File: config.mk
export PLATFORM = sky130hd
export DESIGN_NAME = ts_mux_scheduler
export DESIGN_NICKNAME = d
export VERILOG_FILES = /design/src/rtl/ts_mux_scheduler_pkg.sv /design/src/rtl/ts_mux_scheduler_rr_pick.sv /design/src/rtl/ts_mux_scheduler.sv
export SDC_FILE = /design/constraint.sdc
export NUM_CORES = 1
export LEC_CHECK = 0
export ABC_CLOCK_PERIOD_IN_PS = 2900
export CAP_MARGIN = 30
export CORE_MARGIN = 3
export CORE_UTILIZATION = 33
export CTS_CLUSTER_DIAMETER = 80
export DETAILED_ROUTE_END_ITERATION = 10
export HOLD_SLACK_MARGIN = 0.12
export PLACE_DENSITY = 0.51
export SYNTH_ARGS = -nofsm -noshare
export SYNTH_HDL_FRONTEND = slang
export SYNTH_SLANG_ARGS = --single-unit
File: constraint.sdc
create_clock -name clk -period 2.9 [get_ports clk]
set_clock_uncertainty 0.1 [all_clocks]
set_input_delay 0.58 -clock clk [delete_from_list [all_inputs] [get_ports clk]]
set_output_delay 0.58 -clock clk [all_outputs]
set_load 0.05 [all_outputs]
File: src/rtl/ts_mux_scheduler_pkg.sv
// Shared constants and state type for the TS byte mux scheduler.
package ts_pkg;

    localparam int TS_PKT_LEN = 188;
    localparam int TS_NUM_CH  = 4;

    typedef enum logic [1:0] {
        IDLE,
        RELOAD,
        XFER
    } sched_state_t;

endpackage

File: src/rtl/ts_mux_scheduler_rr_pick.sv
// Rotating priority picker: first request after ptr, wrapping mod 4.
module rr_pick (
    input  logic [3:0] req,
    input  logic [1:0] ptr,
    output logic [1:0] gnt_idx,
    output logic       gnt_valid
);

    logic [1:0] idx;

    // Scan farthest-first so the nearest request after ptr wins.
    always_comb begin
        gnt_idx   = 2'd0;
        gnt_valid = 1'b0;
        idx       = 2'd0;
        for (int k = 4; k >= 1; k--) begin
            idx = ptr + 2'(k);
            if (req[idx]) begin
                gnt_idx   = idx;
                gnt_valid = 1'b1;
            end
        end
    end

endmodule

File: src/rtl/ts_mux_scheduler.sv
// Packet-granularity weighted round-robin scheduler for the 4-channel
// TS byte mux; one packet per grant, credits refilled from weights.
module ts_mux_scheduler
    import ts_pkg::*;
#(
    parameter int PKT_LEN = TS_PKT_LEN,
    parameter int W_WIDTH = 4
) (
    input  logic                   clk,
    input  logic                   rst_n,
    input  logic                   sched_en,
    input  logic [3:0]             pkt_ready,
    input  logic [4*W_WIDTH-1:0]   weights,
    input  logic                   out_ready,
    output logic [1:0]             mux_ctrl,
    output logic                   en_mux,
    output logic [3:0]             rd_en,
    output logic                   pkt_start,
    output logic                   pkt_end
);

    localparam logic [7:0] LAST = 8'(PKT_LEN - 1);

    sched_state_t         state_q;
    sched_state_t         state_d;
    logic [7:0]           byte_cnt;
    logic [1:0]           rr_ptr;
    logic [W_WIDTH-1:0]   credit [TS_NUM_CH];
    logic [3:0]           eligible;
    logic [3:0]           has_work;
    logic [1:0]           pick_idx;
    logic                 pick_valid;
    logic                 xfer;
    logic                 last_byte;
    logic                 grant;

    always_comb begin
        eligible = '0;
        has_work = '0;
        for (int i = 0; i < TS_NUM_CH; i++) begin
            has_work[i] = pkt_ready[i] &
                          (weights[i*W_WIDTH +: W_WIDTH] != '0);
            eligible[i] = has_work[i] & (credit[i] != '0);
        end
    end

    rr_pick u_pick (
        .req       (eligible),
        .ptr       (rr_ptr),
        .gnt_idx   (pick_idx),
        .gnt_valid (pick_valid)
    );

    assign xfer      = (state_q == XFER) & out_ready;
    assign last_byte = (byte_cnt == LAST);
    assign grant     = (state_q == IDLE) & sched_en & pick_valid;
    assign pkt_start = en_mux & out_ready & (byte_cnt == 8'd0);
    assign pkt_end   = en_mux & out_ready & last_byte;

    always_comb begin
        rd_en = '0;
        if (state_q == XFER) rd_en[mux_ctrl] = out_ready;
    end

    always_comb begin
        state_d = state_q;
        unique case (state_q)
            IDLE: begin
                if (sched_en) begin
                    if (pick_valid)         state_d = XFER;
                    else if (has_work != 0) state_d = RELOAD;
                end
            end
            RELOAD:  state_d = IDLE;
            XFER:    if (xfer && last_byte) state_d = IDLE;
            default: state_d = IDLE;
        endcase
    end

    always_ff @(posedge clk or negedge rst_n) begin
        if (!rst_n) begin
            state_q  <= IDLE;
            en_mux   <= 1'b0;
            mux_ctrl <= 2'd0;
            byte_cnt <= 8'd0;
            rr_ptr   <= 2'd3;
            for (int i = 0; i < TS_NUM_CH; i++) credit[i] <= '0;
        end else begin
            state_q <= state_d;
            en_mux  <= (state_d == XFER);
            if (grant) begin
                mux_ctrl <= pick_idx;
                byte_cnt <= 8'd0;
            end else if (xfer) begin
                byte_cnt <= last_byte ? 8'd0 : byte_cnt + 8'd1;
            end
            if (state_q == RELOAD) begin
                for (int i = 0; i < TS_NUM_CH; i++)
                    credit[i] <= weights[i*W_WIDTH +: W_WIDTH];
            end else if (xfer && last_byte) begin
                rr_ptr <= mux_ctrl;
                if (credit[mux_ctrl] != '0)
                    credit[mux_ctrl] <= credit[mux_ctrl] - 1'b1;
            end
        end
    end

endmodule
==> summary.txt <==
Pwr
  – Power density over the cells: 965.8 nW/µm²
  – IR Drop Worst-Case VDD: ~0.33 mV
  – Leak Pwr: about 1.1 nW

STA
  – Fmax: between 0.3 and 0.4 GHz
  – Final hold viol count: 0
  – Slew Viols, Final: 0
  – Remaining max-slew budget at the tightest pin: about three fifths
  – Final critical-path required period: 2.635 ns
  – Crit share post-route: 90.87%
  – Setup repair after global routing missed its margin: no
  – Setup tns final: 0 ns
  – Setup-violating endpoint count in the final report: 0
  – Pin slew with the least headroom to its limit: 0.5936 ns

Global routing
  – Total routing usage reported by global routing: roughly 17%
  – Pin count of the biggest net entering global routing: 32
  – Antenna violations before repair: 0
  – Number of global-route vias before repair: 1624
  – Global-route wire length before repair: between 8000 and 9000 µm
  – Grt total ovfl: 0

Hold path
  – Worst Hold Class: flip-flop to flip-flop

Yosys
  – Synth Cell Area: 1858 µm²
  – Ranking of synthesized cells by area: sky130_fd_sc_hd__dfrtp_1 (39%), sky130_fd_sc_hd__nor2_1 (5.7%), sky130_fd_sc_hd__a221o_1 (4.8%)
  – Ys async rst share: 100.0%
  – Total of warnings raised by yosys: 0
  – Fraction of post-synthesis cell area in the top cell type by area: 39.06%
  – Cells after synthesis: 189
  – Fraction of the yosys area taken by sequential cells: 41.89%
  – Most frequent cells after synthesis: sky130_fd_sc_hd__dfrtp_1 (29), sky130_fd_sc_hd__nor2_1 (28), sky130_fd_sc_hd__nand2_1 (19), sky130_fd_sc_hd__o21ai_0 (10)
  – Net count after synthesis: between 200 and 250
  – FF+latch count, synth: 31
  – Most numerous cell in the Yosys netlist: sky130_fd_sc_hd__dfrtp_1
  – Primary flip-flop cell chosen by synthesis mapping: sky130_fd_sc_hd__dfrtp_1
  – EDFF count, synth: 0
  – Cell type contributing the most total cell area after synthesis: sky130_fd_sc_hd__dfrtp_1
  – Number of different library cells in the post-synthesis netlist: between 40 and 50
  – Syn Area/Cell: approximately 10 µm²

Die
  – Number of primary I/O pins: 33
  – Area of the core: about 5300 µm²
  – Die height: 81.04 µm
  – Standard-cell row count: 26
  – Die Footprint: 6567 µm²
  – Effective utilization at floorplan: 35.26%
  – Floorplan die width: between 80 and 90 µm

Clock network
  – Sink Count: 31
  – Resized Gates After CTS: 0
  – Later-pin clock latency in the skew report: roughly 0.29 ns
  – Clock root cell: sky130_fd_sc_hd__clkbuf_8
  – Clock transition at path regs: 0.06 ns
  – Hold Buf Count CTS: 0
  – Clock Tree Buf Depth: 2
  – CTS HTree Levels: 2
  – Post-CTS setup repair buffer count: 0
  – CTS tree: yes
  – Num CTS Buffers: 5

Run
  – Number of max-cap violations: 0

Worst setup path
  – Data arrival time of the critical path: between 1.5 and 2 ns
  – Element type at the critical path end: output port
  – Worst Path Class, Setup: input pin to output port
  – Crit-path max FO: 6
  – WP data required: between 2 and 2.5 ns
  – Startpoint type of the worst setup path: input pin

Cells and area
  – FILL cells: 506
  – Nets: 261
  – Growth of design area from synthesis to finish: 32.05%
  – Post-layout instance count excluding filler cells: between 300 and 400
  – Share of post-route cells with drive strength above 1: about a fifth
  – Register cell area after layout: 778.2 µm²
  – Number of antenna cells inserted: 0
  – Area of combinational cells with multiple inputs: 1015 µm²
  – Summed area of non-filler cells in the final layout: 2454 µm²

Drt
  – Number of nets with antenna violations after detailed routing: 0
  – Initial drt markers: 87
  – Count of unresolved DRC violations after routing: 0
  – Detailed-route wire length per cell: roughly 17 µm
  – Total routed wirelength: 5132 µm
  – Routed vias/inst: 5.523
  – Routed via count: 1679
  – 1st-pass router iterations: 4

Placed design
  – GPL Wtd Cong: 0.8325
  – Count of buffers inserted at the top-level ports: 32
  – Detail Placement HPWL: around 4000 µm
  – Area of placed instances: 2370 µm²
  – Cell count after placement: 296

Status
  – Outcome: finished clean
cell type report:
class                   count  share of cell area (%)
multi-input cells         144                   41.36
flip-flops and latches     31                   31.72
repair buffers             42                   18.56
well taps                  70                   3.570
clock buffers               5                   2.805
inverters                   9                   1.377
clock inverters             3                  0.6119
power breakdown:
| group | switching (mW) | internal, mW |
|---|---|---|
| registers | 0.179 | 0.591 |
| clock network | 0.167 | 0.164 |
| logic | 0.724 | 0.545 |
cells in the final DEF (no fill, tap or decap), types with 4 or more instances in the layout:
master | netlist | routed
sky130_fd_sc_hd__dfrtp_1 | 29 | 29
sky130_fd_sc_hd__nor2_1 | 28 | 28
sky130_fd_sc_hd__clkdlybuf4s50_1 | 0 | 26
sky130_fd_sc_hd__nand2_1 | 19 | 19
sky130_fd_sc_hd__o21ai_0 | 10 | 10
sky130_fd_sc_hd__buf_4 | 1 | 10
sky130_fd_sc_hd__inv_1 | 9 | 9
sky130_fd_sc_hd__a221o_1 | 9 | 9
sky130_fd_sc_hd__nor3_1 | 7 | 7
sky130_fd_sc_hd__xnor2_1 | 6 | 6
sky130_fd_sc_hd__buf_12 | 0 | 6
sky130_fd_sc_hd__a21oi_1 | 5 | 5
sky130_fd_sc_hd__clkbuf_8 | 0 | 5
sky130_fd_sc_hd__o41ai_1 | 4 | 4
sky130_fd_sc_hd__nor4_1 | 4 | 4
sky130_fd_sc_hd__mux4_2 | 4 | 4
sky130_fd_sc_hd__a21o_1 | 4 | 4
sky130_fd_sc_hd__ha_1 | 4 | 4
routing by layer:
layer / global-route usage [%] / vias to the layer above / routed length, µm
met5: 0 / - / 0
met2: 24.88 / 49 / 2306
met1: 23.63 / 827 / 2395
li1: - / 796 / -
met4: 5.912 / 0 / 71
met3: 4.656 / 7 / 359
worst paths after layout:
| path | from | endpoint | slack, ns | cells past startpoint |
|---|---|---|---|---|
| max | out_ready | rd_en[2] | 0.26 | 6 |
| min | rr_ptr[0]$_DFFE_PN1P_ | rr_ptr[0]$_DFFE_PN1P_ | 0.42 | 2 |
| max reg2reg | mux_ctrl[0]$_DFFE_PN0N_ | credit[6]$_DFFE_PN0P_ | 0.43 | 8 |
| min reg2reg | rr_ptr[0]$_DFFE_PN1P_ | rr_ptr[0]$_DFFE_PN1P_ | 0.42 | 2 |
| max in group asynchronous | rst_n | rr_ptr[0]$_DFFE_PN1P_ | 1.79 | 2 |
| min in group asynchronous | rst_n | credit[13]$_DFFE_PN0P_ | 0.59 | 2 |
registers in the layout, summed over array words and instances, names as in the netlist:
signal and cells:
state_q 2, rr_ptr 2, mux_ctrl 2, credit 16, byte_cnt 8, en_mux 1
kinds of logic after synthesis:
family                   Yosys count  synth area share, %
flip-flops                        31                41.89
AO/OA/AOI/OAI                     43                17.78
multiplexers                       5                5.387
buffers and inverters             14                3.502
XOR/XNOR                           8                3.771
AND/OR/NAND/NOR                   84                24.98
adder cells (fa/ha/maj)            4                2.694
through the flow:
step	hold WS, ns	setup WS [ns]	power [mW]	utilization (%)
after global placement	0.3916	0.1964	2.022	44.97
after floorplan	0.1844	0.1632	1.591	-
after detailed placement	0.4142	0.1303	2.031	44.97
final	0.4158	0.2648	2.370	46.56
after global routing	0.4325	0.2023	2.542	46.56
after CTS	0.4144	0.2547	2.374	46.56
worst max-delay path, stage by stage:
cell,delay [ns]
sky130_fd_sc_hd__clkdlybuf4s50_1,0.53
sky130_fd_sc_hd__and3b_1,0.24
sky130_fd_sc_hd__buf_4,0.16
sky130_fd_sc_hd__nand2_1,0.07
sky130_fd_sc_hd__nor2_1,0.19
sky130_fd_sc_hd__buf_12,0.17
No activity file was read; power rests on OpenSTA's default activity.
